File: src/rtl/b_id_ex_reg.sv
// ID/EX register: 1-cycle capture, holds on ext_stall, bubbles on flush or load-use, hazard_stall holds IF and IF/ID.
// Optional macro B_ID_EX_WB_BYPASS_EN adds a write-back forward onto the rs/rt read data.
module b_id_ex_reg #(
  parameter int DW   = 32,
  parameter int AW   = 5,
  parameter int CNTW = 16
) (
  input  logic            i_b_id_ex_clk,
  input  logic            i_b_id_ex_rst,
  input  logic            i_b_id_ex_valid,
  input  logic [DW-1:0]   i_b_id_ex_rs_data,
  input  logic [DW-1:0]   i_b_id_ex_rt_data,
  input  logic [DW-1:0]   i_b_id_ex_imm,
  input  logic [AW-1:0]   i_b_id_ex_rs_addr,
  input  logic [AW-1:0]   i_b_id_ex_rt_addr,
  input  logic [AW-1:0]   i_b_id_ex_rd_addr,
  input  logic [4:0]      i_b_id_ex_shamt,
  input  logic [3:0]      i_b_id_ex_alu_ctrl,
  input  logic            i_b_id_ex_alu_src,
  input  logic            i_b_id_ex_reg_dst,
  input  logic            i_b_id_ex_reg_write,
  input  logic            i_b_id_ex_mem_read,
  input  logic            i_b_id_ex_mem_write,
  input  logic            i_b_id_ex_mem_to_reg,
  input  logic            i_b_id_ex_ext_stall,
  input  logic            i_b_id_ex_flush,
`ifdef B_ID_EX_WB_BYPASS_EN
  input  logic            i_b_id_ex_wb_reg_write,
  input  logic [AW-1:0]   i_b_id_ex_wb_addr,
  input  logic [DW-1:0]   i_b_id_ex_wb_data,
`endif
  output logic [DW-1:0]   o_b_id_ex_operand_1,
  output logic [DW-1:0]   o_b_id_ex_operand_2,
  output logic [4:0]      o_b_id_ex_shamt,
  output logic [3:0]      o_b_id_ex_alu_ctrl,
  output logic [DW-1:0]   o_b_id_ex_store_data,
  output logic [AW-1:0]   o_b_id_ex_dest_addr,
  output logic            o_b_id_ex_reg_write,
  output logic            o_b_id_ex_mem_read,
  output logic            o_b_id_ex_mem_write,
  output logic            o_b_id_ex_mem_to_reg,
  output logic            o_b_id_ex_valid,
  output logic            o_b_id_ex_hazard_stall,
  output logic [CNTW-1:0] o_b_id_ex_bubble_cnt
);

  typedef struct packed {
    logic [DW-1:0] operand_1;
    logic [DW-1:0] operand_2;
    logic [DW-1:0] store_data;
    logic [AW-1:0] dest_addr;
    logic [4:0]    shamt;
    logic [3:0]    alu_ctrl;
    logic          reg_write;
    logic          mem_read;
    logic          mem_write;
    logic          mem_to_reg;
    logic          valid;
  } ex_t;

  ex_t             ex_q;
  ex_t             cap_d;
  logic [CNTW-1:0] cnt_q;
  logic [DW-1:0]   rs_val;
  logic [DW-1:0]   rt_val;
  logic            hazard;

`ifdef B_ID_EX_WB_BYPASS_EN
  // Register file writes in the same cycle it is read; forward the write-back value.
  always_comb begin
    rs_val = i_b_id_ex_rs_data;
    rt_val = i_b_id_ex_rt_data;
    if (i_b_id_ex_wb_reg_write && (i_b_id_ex_wb_addr != '0) && (i_b_id_ex_wb_addr == i_b_id_ex_rs_addr))
      rs_val = i_b_id_ex_wb_data;
    if (i_b_id_ex_wb_reg_write && (i_b_id_ex_wb_addr != '0) && (i_b_id_ex_wb_addr == i_b_id_ex_rt_addr))
      rt_val = i_b_id_ex_wb_data;
  end
`else
  assign rs_val = i_b_id_ex_rs_data;
  assign rt_val = i_b_id_ex_rt_data;
`endif

  // rt is compared even for I-type users: conservative, costs at most a spurious bubble.
  assign hazard = !i_b_id_ex_flush && i_b_id_ex_valid && ex_q.valid && ex_q.mem_read &&
                  (ex_q.dest_addr != '0) &&
                  ((ex_q.dest_addr == i_b_id_ex_rs_addr) || (ex_q.dest_addr == i_b_id_ex_rt_addr));

  always_comb begin
    cap_d = '0;
    if (i_b_id_ex_valid) begin
      cap_d.operand_1  = rs_val;
      cap_d.operand_2  = i_b_id_ex_alu_src ? i_b_id_ex_imm : rt_val;
      cap_d.store_data = rt_val;
      cap_d.dest_addr  = i_b_id_ex_reg_dst ? i_b_id_ex_rd_addr : i_b_id_ex_rt_addr;
      cap_d.shamt      = i_b_id_ex_shamt;
      cap_d.alu_ctrl   = i_b_id_ex_alu_ctrl;
      cap_d.reg_write  = i_b_id_ex_reg_write;
      cap_d.mem_read   = i_b_id_ex_mem_read;
      cap_d.mem_write  = i_b_id_ex_mem_write;
      cap_d.mem_to_reg = i_b_id_ex_mem_to_reg;
      cap_d.valid      = 1'b1;
    end
  end

  always_ff @(posedge i_b_id_ex_clk) begin
    if (i_b_id_ex_rst) begin
      ex_q  <= '0;
      cnt_q <= '0;
    end else if (i_b_id_ex_flush) begin
      ex_q <= '0;
    end else if (i_b_id_ex_ext_stall) begin
      ex_q <= ex_q;
    end else if (hazard) begin
      ex_q <= '0;
      if (cnt_q != '1)
        cnt_q <= cnt_q + CNTW'(1);
    end else begin
      ex_q <= cap_d;
    end
  end

  assign o_b_id_ex_operand_1    = ex_q.operand_1;
  assign o_b_id_ex_operand_2    = ex_q.operand_2;
  assign o_b_id_ex_store_data   = ex_q.store_data;
  assign o_b_id_ex_dest_addr    = ex_q.dest_addr;
  assign o_b_id_ex_shamt        = ex_q.shamt;
  assign o_b_id_ex_alu_ctrl     = ex_q.alu_ctrl;
  assign o_b_id_ex_reg_write    = ex_q.reg_write;
  assign o_b_id_ex_mem_read     = ex_q.mem_read;
  assign o_b_id_ex_mem_write    = ex_q.mem_write;
  assign o_b_id_ex_mem_to_reg   = ex_q.mem_to_reg;
  assign o_b_id_ex_valid        = ex_q.valid;
  assign o_b_id_ex_hazard_stall = hazard;
  assign o_b_id_ex_bubble_cnt   = cnt_q;

endmodule

File: config.mk
export PLATFORM = sky130hd
export DESIGN_NAME = b_id_ex_reg
export DESIGN_NICKNAME = d
export VERILOG_FILES = /design/src/rtl/b_id_ex_reg.sv
export SDC_FILE = /design/constraint.sdc
export NUM_CORES = 1
export LEC_CHECK = 0
export CAP_MARGIN = 10
export CORE_MARGIN = 2
export CORE_UTILIZATION = 39
export DETAILED_ROUTE_END_ITERATION = 16
export PLACE_DENSITY_LB_ADDON = 0.05
export SLEW_MARGIN = 0
export SYNTH_ARGS = -nofsm -noshare
export SYNTH_HDL_FRONTEND = slang
export SYNTH_SLANG_ARGS = --single-unit
File: constraint.sdc
create_clock -name i_b_id_ex_clk -period 2.5 [get_ports i_b_id_ex_clk]
set_input_delay 0.25 -clock i_b_id_ex_clk [delete_from_list [all_inputs] [get_ports i_b_id_ex_clk]]
set_output_delay 0.25 -clock i_b_id_ex_clk [all_outputs]
set_load 0.05 [all_outputs]
==> impl_metrics.env <==
export IMPL_status="finished, final reports clean"
export IMPL_port_buffers=262
export IMPL_period_share_pct=87.79
export IMPL_grt_pass1_vias=4635
export IMPL_grt_pass1_wl_um=23760
export IMPL_initial_core_util_pct=39.53
export IMPL_antenna_cells=0
export IMPL_clk_latency_ps=410
export IMPL_clkTransAtPathRegs_ps=60
export IMPL_areaGrowthSynthToFinish_pct=69.30
export IMPL_cts_buffer_depth=2
export IMPL_grt_ovfl_total=0
export IMPL_r2r_start="o_b_id_ex_bubble_cnt[1]"
export IMPL_num_rows=41
export IMPL_met2_length_um=7843
export IMPL_place_congestion=0.8037
export IMPL_fmax_ghz=0.4556
export IMPL_vias=4569
export IMPL_totalPowerFinal_mw=5.396
export IMPL_finalCriticalPeriod_ps=2195
export IMPL_syn_nets=596
export IMPL_skew_ps=5.581
export IMPL_yosysMostFrequentCell="dfxtp_1"
export IMPL_end_kind="output port"
export IMPL_reg2reg_slack_ps=350
export IMPL_yosysSeqAreaShare_pct=53.22
export IMPL_highest_layer="met4"
export IMPL_synth_area_mm2=0.004927
export IMPL_cts_tree="built"
export IMPL_die_area_mm2=0.01355
export IMPL_fillers=1018
export IMPL_track_usage_pct=22.98
export IMPL_postRouteAntennaNets=0
export IMPL_totalWireLength_um=15760
export IMPL_drive_above_1_share_pct=8.049
export IMPL_dp_hpwl_um=11240
export IMPL_synth_flop_cell="dfxtp_1"
export IMPL_max_vdd_ir_drop_mv=0.4030
export IMPL_cp_arrival_ps=1940
export IMPL_syn_instance_count=464
export IMPL_finalHoldViolations=0
export IMPL_ios=263
export IMPL_slew_headroom_pct=53.58
export IMPL_pre_cts_ws_ps=218.6
export IMPL_crit_type="flop to output port"
export IMPL_tightest_slew_ps=696.4
export IMPL_slew_violations=0
export IMPL_holdCritPathClass="input port to flop"
export IMPL_dp_cells=873
export IMPL_required_ps=2250
export IMPL_drt_vias_per_instance=5.049
export IMPL_synth_area_top_cells="dfxtp_1, a22o_1, mux2i_1"
export IMPL_finalInstanceArea_mm2=0.008342
export IMPL_antenna_found_initial=0
export IMPL_synth_distinct_cells=39
export IMPL_crit_start="o_b_id_ex_dest_addr[2]"
export IMPL_synth_common_cells="dfxtp_1, a22o_1, nand2_1"
export IMPL_fin_util_pct=66.92
export IMPL_cts_hold_buffers=0
export IMPL_post_cts_resized=0
export IMPL_start_kind="flop"
export IMPL_setup_ws_ps=305.3
export IMPL_route_detailed_drc=0
export IMPL_crit_fanout=24
export IMPL_dpl_cell_area_mm2=0.007706
export IMPL_synth_edff_count=0
export IMPL_clkSinkCount=131
export IMPL_whs_ps=438.0
export IMPL_setup_viol=0
export IMPL_synthDominantCellAreaShare_pct=53.22
export IMPL_synth_top_cell_by_area="dfxtp_1"
export IMPL_grt_setup_unrepaired="no"
export IMPL_avgRoutedWirePerCell_um=17.41
export IMPL_drv_cap=0
export IMPL_layout_nets=852
export IMPL_cts_buffers=17
export IMPL_fin_cells=905
export IMPL_syn_avg_cell_area_um2=10.62
export IMPL_dr_pass1_iters=4
export IMPL_async_flop_share_pct=0
export IMPL_fin_tns_setup_ps=0
export IMPL_cts_setup_buffers=0
export IMPL_htree_levels=4
export IMPL_wl_met3_um=1410
export IMPL_m1WireLength_um=6072
export IMPL_hp_start="i_b_id_ex_rs_data[9]"
export IMPL_dieWidth_um=116.4
export IMPL_p_leak_nw=3.148
export IMPL_ys_ff_latch=131
export IMPL_drt_iter0_drc=208
export IMPL_grt_max_degree=74
export IMPL_p_per_area_mw_per_mm2=646.9
export IMPL_clockRootBuffer="clkbuf_16"
export IMPL_die_y_um=116.4
export IMPL_ys_warn_count=0
export IMPL_coreArea_mm2=0.01247
## layout make-up
cell class                 instances  area (µm²)  area share [%]
tap                              172       215.2           2.580
inverter                           1       3.754         0.04500
sequential                       131        2623           31.44
clock buffer                      20       456.7           5.475
clock inverter                    12       178.9           2.145
timing repair buffer             273        2735           32.79
multi-input combinational        296        2130           25.53
## routing by layer
layer | vias up | global-route usage (%)
li1 | 2234 | -
met1 | 2123 | 24.51
met2 | 181 | 40.12
met3 | 31 | 9.341
met4 | 0 | 9.921
met5 | - | 0
## critical path, stage by stage (launching register included)
cell	delay, ps
dfxtp_1	450
xor2_1	200
nor3_2	70
a22oi_2	220
buf_4	310
nor2_1	80
buf_4	200
## path summary, 6_finish.rpt
path | end | depth (start not counted)
setup / recovery | o_b_id_ex_hazard_stall | 6
hold / removal | o_b_id_ex_operand_1[9] | 2
setup reg to reg | o_b_id_ex_bubble_cnt[5] | 6
hold reg to reg | o_b_id_ex_operand_2[22] | 2
## cell usage in the layout, fill, tap and decap left out, types with 2 or more instances in the layout
master / synthesis / layout
clkdlybuf4s50_1: 0 / 260
dfxtp_1: 131 / 131
a22o_1: 77 / 77
nand2_1: 41 / 41
o21ai_0: 39 / 39
mux2i_1: 37 / 37
clkbuf_16: 0 / 17
a21oi_1: 14 / 14
xor2_1: 10 / 10
nor2_1: 10 / 10
buf_4: 4 / 9
nand4_1: 8 / 8
nand3_1: 8 / 8
or3_1: 8 / 8
or4_1: 7 / 7
o21ai_1: 7 / 6
o31ai_1: 6 / 6
bufinv_16: 0 / 4
nor3_2: 3 / 3
clkinvlp_4: 0 / 3
buf_12: 0 / 3
nor3_1: 2 / 2
nor2b_1: 2 / 2
mux2_4: 2 / 2
clkbuf_8: 0 / 2
clkinv_4: 0 / 2
clkinv_2: 0 / 2
## cell families after synthesis
group	Yosys count	share of synthesized area, %
compound gates	146	21.46
mux	39	8.126
flops	131	53.23
simple gates	100	11.40
xor+xnor	10	1.777
buf+inv	37	3.758
fa+ha+maj	1	0.2539
## report_power, final
group | total [mW] | switching (mW) | internal, mW
Sequential | 2.15 | 0.0240 | 2.13
Combinational | 0.608 | 0.295 | 0.313
Clock | 2.64 | 0.913 | 1.72
Total | 5.40 | 1.23 | 4.16
No activity file was read; power rests on OpenSTA's default activity.
